===== src/rtl/wh_profiler_pkg.sv =====
// Shared profiler definitions: sequencer FSM states and the auto-sample tag value.
// Latency: none, types and constants only.
// Backpressure: none, no handshake lives here.
package wh_profiler_pkg;

    typedef enum logic [1:0] {
        IDLE = 2'd0,
        EMIT = 2'd1,
        GAP  = 2'd2
    } seq_state_e;

    // All-ones tag marks an auto-sample strobe; users slice it to their tag width.
    localparam int auto_tag_max_width_c = 256;
    localparam logic [auto_tag_max_width_c-1:0] auto_tag_c = '1;

endpackage


===== src/rtl/bsg_fifo_1r1w_small.sv =====
// Small one-read one-write FIFO with a combinational head (data_o valid whenever v_o is high).
// Latency: a word written in cycle t is visible at the head in cycle t+1.
// Backpressure: ready_o low when full; yumi_i pops the head and may coincide with a write.
module bsg_fifo_1r1w_small #(
    parameter int width_p = 32,
    parameter int els_p   = 4
) (
    input  logic               clk_i,
    input  logic               reset_n_i,
    input  logic               v_i,
    output logic               ready_o,
    input  logic [width_p-1:0] data_i,
    output logic               v_o,
    output logic [width_p-1:0] data_o,
    input  logic               yumi_i
);
    localparam int ptr_w_lp = $clog2(els_p);

    // Pointers carry one wrap bit so full and empty are distinguishable.
    logic [ptr_w_lp:0]    wptr_r, rptr_r;
    logic [width_p-1:0]   mem_r [els_p];
    logic                 enq, deq;

    assign v_o     = (wptr_r != rptr_r);
    assign ready_o = !((wptr_r[ptr_w_lp] != rptr_r[ptr_w_lp]) &&
                       (wptr_r[ptr_w_lp-1:0] == rptr_r[ptr_w_lp-1:0]));
    assign data_o  = mem_r[rptr_r[ptr_w_lp-1:0]];
    assign enq     = v_i & ready_o;
    assign deq     = yumi_i & v_o;

    // Pointer update; reset empties the queue.
    always_ff @(posedge clk_i) begin
        if (!reset_n_i) begin
            wptr_r <= '0;
            rptr_r <= '0;
        end else begin
            if (enq) wptr_r <= wptr_r + (ptr_w_lp+1)'(1);
            if (deq) rptr_r <= rptr_r + (ptr_w_lp+1)'(1);
        end
    end

    // Storage needs no reset: entries are only read while valid.
    always_ff @(posedge clk_i) begin
        if (enq) mem_r[wptr_r[ptr_w_lp-1:0]] <= data_i;
    end
endmodule


===== src/rtl/wh_link_stat_sequencer.sv =====
// Queues print-stat tags (plus periodic auto-samples when WH_LINK_STAT_SEQ_PERIODIC_EN is defined) and emits one-cycle strobes min_gap_p idle cycles apart.
// Latency: a request accepted into an empty queue while idle and enabled strobes two cycles later.
// Backpressure: req_ready_o drops while the tag queue is full; en_i low stops strobes but requests still queue.
module wh_link_stat_sequencer
    import wh_profiler_pkg::*;
#(
    parameter int data_width_p   = 32,
    parameter int queue_els_p    = 4,
    parameter int min_gap_p      = 8,
    parameter int period_width_p = 24
) (
    input  logic                      clk_i,
    input  logic                      reset_n_i,
    input  logic                      en_i,
    input  logic                      req_v_i,
    input  logic [data_width_p-1:0]   req_tag_i,
    output logic                      req_ready_o,
    input  logic [period_width_p-1:0] period_i,
    output logic [31:0]               global_ctr_o,
    output logic                      print_stat_v_o,
    output logic [data_width_p-1:0]   print_stat_tag_o,
    output logic [15:0]               overrun_o
);
    localparam int gap_w_lp = (min_gap_p > 1) ? $clog2(min_gap_p) : 1;
    localparam logic [gap_w_lp-1:0]     gap_last_lp = gap_w_lp'(min_gap_p - 1);
    localparam logic [data_width_p-1:0] auto_tag_lp = auto_tag_c[data_width_p-1:0];

    seq_state_e                state_r, state_n;
    logic [gap_w_lp-1:0]       gap_cnt_r, gap_cnt_n;
    logic [31:0]               global_ctr_r;
    logic                      print_v_r;
    logic [data_width_p-1:0]   print_tag_r, print_tag_n;
    logic                      fifo_v, fifo_yumi;
    logic [data_width_p-1:0]   fifo_data;
    logic                      launch, take_auto;
    logic                      auto_pending_r;
    logic [15:0]               overrun_r;

    bsg_fifo_1r1w_small #(
        .width_p (data_width_p),
        .els_p   (queue_els_p)
    ) tag_fifo (
        .clk_i     (clk_i),
        .reset_n_i (reset_n_i),
        .v_i       (req_v_i),
        .ready_o   (req_ready_o),
        .data_i    (req_tag_i),
        .v_o       (fifo_v),
        .data_o    (fifo_data),
        .yumi_i    (fifo_yumi)
    );

    // Free-running cycle count used by the profiler as its timestamp.
    always_ff @(posedge clk_i) begin
        if (!reset_n_i) global_ctr_r <= '0;
        else            global_ctr_r <= global_ctr_r + 32'd1;
    end

    // State, gap timer and the registered strobe/tag outputs.
    always_ff @(posedge clk_i) begin
        if (!reset_n_i) begin
            state_r     <= IDLE;
            gap_cnt_r   <= '0;
            print_v_r   <= 1'b0;
            print_tag_r <= '0;
        end else begin
            state_r     <= state_n;
            gap_cnt_r   <= gap_cnt_n;
            print_v_r   <= (state_n == EMIT);
            print_tag_r <= print_tag_n;
        end
    end

    // Next state: the last GAP cycle also makes the IDLE decision, so back-to-back
    // strobes land exactly min_gap_p+1 cycles apart. Queued tags beat auto-samples.
    always_comb begin
        state_n     = state_r;
        gap_cnt_n   = gap_cnt_r;
        print_tag_n = print_tag_r;
        launch      = 1'b0;
        fifo_yumi   = 1'b0;
        take_auto   = 1'b0;
        case (state_r)
            IDLE: launch = en_i & (fifo_v | auto_pending_r);
            EMIT: begin
                state_n   = GAP;
                gap_cnt_n = '0;
            end
            GAP: begin
                if (gap_cnt_r == gap_last_lp) begin
                    state_n = IDLE;
                    launch  = en_i & (fifo_v | auto_pending_r);
                end else begin
                    gap_cnt_n = gap_cnt_r + gap_w_lp'(1);
                end
            end
            default: state_n = IDLE;
        endcase
        if (launch) begin
            state_n     = EMIT;
            fifo_yumi   = fifo_v;
            take_auto   = ~fifo_v;
            print_tag_n = fifo_v ? fifo_data : auto_tag_lp;
        end
    end

`ifdef WH_LINK_STAT_SEQ_PERIODIC_EN
    logic [period_width_p-1:0] period_cnt_r;
    logic                      tick;

    assign tick = (period_i != '0) && (period_cnt_r >= period_i - period_width_p'(1));

    // Period counter, single-entry auto-sample pending flag and saturating drop count.
    always_ff @(posedge clk_i) begin
        if (!reset_n_i) begin
            period_cnt_r   <= '0;
            auto_pending_r <= 1'b0;
            overrun_r      <= '0;
        end else begin
            if ((period_i == '0) || tick) period_cnt_r <= '0;
            else                          period_cnt_r <= period_cnt_r + period_width_p'(1);
            auto_pending_r <= (auto_pending_r & ~take_auto) | tick;
            if (tick && auto_pending_r && !take_auto && (overrun_r != 16'hFFFF))
                overrun_r <= overrun_r + 16'd1;
        end
    end
`else
    logic unused_periodic;

    assign auto_pending_r  = 1'b0;
    assign overrun_r       = '0;
    assign unused_periodic = ^{period_i, take_auto};
`endif

    assign global_ctr_o     = global_ctr_r;
    assign print_stat_v_o   = print_v_r;
    assign print_stat_tag_o = print_tag_r;
    assign overrun_o        = overrun_r;
endmodule


===== config.mk =====
export PLATFORM = sky130hd
export DESIGN_NAME = wh_link_stat_sequencer
export DESIGN_NICKNAME = d
export VERILOG_FILES = /design/src/rtl/wh_profiler_pkg.sv /design/src/rtl/bsg_fifo_1r1w_small.sv /design/src/rtl/wh_link_stat_sequencer.sv
export SDC_FILE = /design/constraint.sdc
export NUM_CORES = 1
export LEC_CHECK = 0
export CORE_UTILIZATION = 52
export DETAILED_ROUTE_END_ITERATION = 8
export GPL_TIMING_DRIVEN = 1
export HOLD_SLACK_MARGIN = 0.12
export MAX_ROUTING_LAYER = met4
export PLACE_DENSITY = 0.87
export SLEW_MARGIN = 20
export SYNTH_ARGS = -nofsm -noshare
export SYNTH_HDL_FRONTEND = slang
export SYNTH_SLANG_ARGS = --single-unit
export TNS_END_PERCENT = 30

===== constraint.sdc =====
create_clock -name clk_i -period 2.5 [get_ports clk_i]
set_input_delay 0.25 -clock clk_i [delete_from_list [all_inputs] [get_ports clk_i]]
set_output_delay 0.25 -clock clk_i [all_outputs]
set_load 0.005 [all_outputs]

-- After elaboration in Yosys (flattened, before gate mapping)
Memories as Yosys holds them, arrays and structs flattened. A register that Yosys moved wholly into a read port is not among the register bits.
Index checks and enable logic that the tools add are counted.
- logic and storage cells: 38
- memory bits (writable): 128
- register bits: 44
- input port bits: 60
- memories kept: 1
- equality and inequality tests: 8
- reduce and logical (&&, ||, !) cells: 6
- mux-type cells: 10
- $add $sub $neg: 4
- bitwise gates (word level): 3
- memory list (name ; depth ; width ; rd ports ; clocked after memory_dff ; wr ports ; RTL line ; source):
    tag_fifo.mem_r ; 4 ; 32 ; 1 ; 1 ; 1 ; bsg_fifo_1r1w_small.sv:21 ; logic [width_p-1:0] mem_r [els_p];
- operator list (kind ; number):
    32-bit by 1-bit adder with 32-bit output (second input constant) ; 1
    3-bit by 1-bit adder with 3-bit output (second input constant) ; 3
    2-bit one-hot mux with 3 select lines ; 1
    3-bit one-hot mux with 2 select lines ; 1
    2-bit by 1-bit == test with 1-bit output (second input constant) ; 2
    1-bit 2-to-1 mux ; 4
    2-bit 2-to-1 mux ; 2
    1-bit AND ; 3
    3-bit == test (second input constant) ; 1
    3-bit 2-to-1 mux ; 1
    3-bit != test ; 1
    2-bit == test ; 1
    2-bit == test (second input constant) ; 1
    1-bit logical NOT ; 2
    2-bit logical NOT ; 1
    2-bit != test (second input constant) ; 1
    1-bit one-hot mux with 2 select lines ; 1
    2-bit AND reduction ; 1
    2-bit nonzero test ; 1
    1-bit logical AND ; 1
    1-bit != test ; 1

-- Longest topological paths before layout
- word-level depth: 6
- mapped depth: 8
- depth with buffers taken out: 6

-- Hierarchy
Synthesis repeated with hierarchy kept, for this count alone.
- cell total of the unflattened synthesis: 590
- area total of the unflattened synthesis: 8137.8 um^2
- by module, submodules not included (module ; sequential area each (um^2) ; cells an instance ; area each (um^2) ; instances):
    bsg_fifo_1r1w_small ; 4003.8 ; 235 ; 5170.0 ; 1
    wh_link_stat_sequencer ; 1401.3 ; 355 ; 2967.8 ; 1

-- Worst setup path after synthesis
OpenSTA, ideal clock, no wires.
- path kind: register -> register
- start point: register tag_fifo.rptr_r[0]
- end point: memory tag_fifo.mem_r[3][0] (enable)
- slack: 0.224 ns
- data arrival time: 1.884 ns
- stages on the path, launching flop included: 5
- clock period less this slack: 2.276 ns
- path through: dfxtp_1 > buf_2 > xor2_1 > o31a_1 > and2_1
- longest elaborated chain between the ends: 6
- ends and longest elaborated chain (element ; RTL line ; source):
    start: declaration ; bsg_fifo_1r1w_small.sv:20 ; logic [ptr_w_lp:0] wptr_r, rptr_r;
    start signal: assignment ; bsg_fifo_1r1w_small.sv:38 ; if (deq) rptr_r <= rptr_r + (ptr_w_lp+1)'(1);
    2-bit == test ; bsg_fifo_1r1w_small.sv:26 ; (wptr_r[ptr_w_lp-1:0] == rptr_r[ptr_w_lp-1:0]));
    1-bit logical AND ; bsg_fifo_1r1w_small.sv:25 ; assign ready_o = !((wptr_r[ptr_w_lp] != rptr_r[ptr_w_lp]) &&
    1-bit logical NOT ; bsg_fifo_1r1w_small.sv:25 ;
    1-bit AND ; bsg_fifo_1r1w_small.sv:28 ; assign enq = v_i & ready_o;
    1-bit 2-to-1 mux ; bsg_fifo_1r1w_small.sv:44 ; if (enq) mem_r[wptr_r[ptr_w_lp-1:0]] <= data_i;
    1-bit 2-to-1 mux (not written as such) ; bsg_fifo_1r1w_small.sv:44 ;
    end: declaration ; bsg_fifo_1r1w_small.sv:21 ;
No other way between the ends.

-- Worst setup path in the final report
- start point: register tag_fifo.wptr_r[0]
- end point: output req_ready_o
- longest elaborated chain between the ends: 3
- ends and longest elaborated chain (element ; RTL line ; source):
    start: declaration ; bsg_fifo_1r1w_small.sv:20 ;
    start signal: assignment ; bsg_fifo_1r1w_small.sv:37 ; if (enq) wptr_r <= wptr_r + (ptr_w_lp+1)'(1);
    2-bit == test ; bsg_fifo_1r1w_small.sv:26 ;
    1-bit logical AND ; bsg_fifo_1r1w_small.sv:25 ;
    1-bit logical NOT ; bsg_fifo_1r1w_small.sv:25 ;
    end: declaration ; wh_link_stat_sequencer.sv:17 ; output logic req_ready_o,
No other way between the ends.

==> results.sh <==
export IMPL_outcome="finished with violations"
export IMPL_failed_checks="DRC"
export IMPL_tightestPinTransition_ps=1010
export IMPL_antenna_found_initial=0
export IMPL_grt_max_degree=35
export IMPL_syn2layout_area_growth_pct=24.5
export IMPL_viasPerCell=5.77
export IMPL_synth_simple_area_share_pct=10.6
export IMPL_port_buffers=101
export IMPL_synth_adder_area_share_pct=1.26
export IMPL_skew_ps=10.5
export IMPL_final_common_cell="edfxtp_1"
export IMPL_cts_tree="built"
export IMPL_ys_ff_latch=204
export IMPL_cts_clk_slew_worst_paths_ps=60
export IMPL_gp_congestion=0.857
export IMPL_grt_pass1_vias=5101
export IMPL_required_ps=2250
export IMPL_p_leak_nw=3.28
export IMPL_max_stage_delay_ps=540
export IMPL_drtAntennaViolNets=0
export IMPL_path_cells="xor2_1 > or3_1 > clkdlybuf4s50_1"
export IMPL_fp_dieH_um=125
export IMPL_antennaDiodeCount=0
export IMPL_holdWs_ps=386
export IMPL_die_area_sq_um=15700
export IMPL_grt_overflow_total=0
export IMPL_muxShareOfSynthArea_pct=9.87
export IMPL_p_per_area_nw_per_um2=828
export IMPL_layout_nets=745
export IMPL_critPathSlowestCell="clkdlybuf4s50_1"
export IMPL_maxSlewHeadroom_pct=32.5
export IMPL_rsz0062_at_grt="false"
export IMPL_final_cell_mix="128 x edfxtp_1, 101 x clkdlybuf4s50_1, 81 x nand2_1"
export IMPL_irDropWorstVdd_v=0.000693
export IMPL_setup_violations=0
export IMPL_dr_pass1_iters=7
export IMPL_drc=13
export IMPL_min_period_ps=2320
export IMPL_startpoint_type="flop"
export IMPL_synth_compound_area_share_pct=5.18
export IMPL_yosysSeqAreaShare_pct=67.7
export IMPL_ios=142
export IMPL_clk_latency_ps=500
export IMPL_min_period_over_period_pct=92.7
export IMPL_multi_input_area_sq_um=2370
export IMPL_core_rowCount=44
export IMPL_clock_sinks=204
export IMPL_synth_xor_area_share_pct=2.10
export IMPL_cts_hold_buf=0
export IMPL_hold_path_class="input port to flop"
export IMPL_wl_per_cell_um=18.8
export IMPL_start_util_pct=53.9
export IMPL_yosysUniqueCellTypes=41
export IMPL_drt_iter0_drc=450
export IMPL_num_vias=5056
export IMPL_routed_wl_mm=16.5
export IMPL_setup_tns_ps=0
export IMPL_total_power_mw=8.16
export IMPL_core_area_sq_um=14700
export IMPL_cts_made_buffers=21
export IMPL_syn_area_sq_um=7920
export IMPL_root_buffer="clkbuf_16"
export IMPL_utilization_pct=67.1
export IMPL_n_fill_cell=980
export IMPL_cts_setup_buffers=0
export IMPL_grt_pass1_wl_mm=25.9
export IMPL_syn_area_per_cell_sq_um=14.0
export IMPL_arrival_ps=2070
export IMPL_max_freq_mhz=431
export IMPL_track_usage_pct=21.7
export IMPL_synthCells=566
export IMPL_die_width_um=125
export IMPL_synth_top_family_by_area="simple AND/OR/NAND/NOR gates"
export IMPL_drv_cap=0
export IMPL_critPathCaptureType="output port"
export IMPL_crit_fanout=5
export IMPL_ys_warn_count=0
export IMPL_dp_hpwl_mm=10.4
export IMPL_ctsResizeCount=0
export IMPL_hold_viol=0
export IMPL_drive_gt1_share_pct=13.6
export IMPL_seqCellArea_sq_um=5370
export IMPL_cts_buffer_depth=3
export IMPL_slew_violations=0
export IMPL_criticalPathCategory="flop to output port"
export IMPL_htreeDepth=1
## sequential cells by signal (all words and copies together) (netlist names)
name,cells
print_stat_tag_o,32
global_ctr_o,32
tag_fifo.mem_r,128
tag_fifo.wptr_r,3
gap_cnt_r,3
print_stat_v_o,1
state_r,2
tag_fifo.rptr_r,3
## path summary, 6_finish.rpt
path,from,endpoint,slack [ps],cells past startpoint
setup reg to reg,tag_fifo.wptr_r[0]$_SDFFE_PN0P_,print_stat_tag_o[22]$_SDFFE_PN0P_,280,5
hold / removal,req_tag_i[20],tag_fifo.mem_r[1][20]$_DFFE_PP_,390,1
setup / recovery,tag_fifo.wptr_r[0]$_SDFFE_PN0P_,req_ready_o,180,3
hold reg to reg,print_stat_tag_o[1]$_SDFFE_PN0P_,print_stat_tag_o[1]$_SDFFE_PN0P_,450,2
## critical path: cells and delay by family (launching register included)
family                 cells  cell delay, ps
buffers and inverters      1             540
XOR/XNOR                   1             400
flip-flops                 1             450
AND/OR/NAND/NOR            1             180
## cell type report
| cell class | instances | area share, % |
|---|---|---|
| Timing Repair Buffer | 117 | 12.0 |
| Tap cell | 184 | 2.33 |
| Sequential cell | 204 | 54.4 |
| Clock inverter | 10 | 1.08 |
| Inverter | 7 | 0.266 |
| Clock buffer | 28 | 5.91 |
| Multi-Input combinational cell | 326 | 24.0 |
## metal layers
layer  GRT usage (%)  part of all wire (%)  vias up
li1                -                     -     2289
met1            25.1                    38     2499
met2            37.6                    51      226
met3            3.81                   7.4       42
met4            8.25                   3.0        0
met5               -                     0        -
## metrics by stage
stage / setup slack, ps / instances / instance area (sq um)
after global routing: 101 / 876 / 9870
after CTS: 183 / 876 / 9870
after detailed placement: 334 / 838 / 9180
after floorplan: 224 / 581 / 7980
after global placement: 433 / 838 / 9180
final: 182 / 876 / 9870
## report_power, final
group          internal [mW]  switching (mW)  leakage [nW]  total (mW)
logic                  0.589           0.566          1.15        1.16
clock network           1.85            1.25         0.342        3.10
registers               3.80           0.102          1.79        3.91
total                   6.25            1.92          3.28        8.16
## kinds of logic after synthesis
logic type,count (synthesis)
flip-flops,204
adder cells (fa/ha/maj),8
buffers and inverters,51
XOR/XNOR,19
AND/OR/NAND/NOR,173
AO/OA/AOI/OAI,72
other,1
multiplexers,38
## synthesized netlist by cell type
cell type	number	area [sq um]
and3_1	3	18.8
nor2_1	26	97.6
buf_2	4	20.0
or3_1	6	37.5
o311a_1	1	10.0
buf_1	2	7.51
mux2_2	1	11.3
mux2i_1	5	50.1
inv_2	1	3.75
o31ai_1	8	60.1
nor3_1	4	20.0
clkbuf_1	22	82.6
nand3_1	11	55.1
nand4_4	1	21.3
nand4b_1	1	8.76
xnor2_1	14	123
nor2b_1	2	12.5
dfxtp_1	76	1520
a31oi_1	1	6.26
nand2_1	81	304
or4_1	9	67.6
nand4_1	5	31.3
o311ai_2	1	16.3
o21ai_0	7	35.0
and2_1	5	31.3
conb_1	1	3.75
o31a_1	1	8.76
mux4_2	32	721
nor4_1	5	31.3
a21oi_1	51	255
buf_4	16	120
inv_1	6	22.5
nand3b_1	2	15.0
a2bb2oi_1	1	8.76
xor2_1	5	43.8
a41o_1	1	10.0
or3_2	4	30.0
ha_1	8	100
edfxtp_1	128	3840
and4_1	2	17.5
nand2b_1	6	37.5
(Power assumes the default switching activity.)
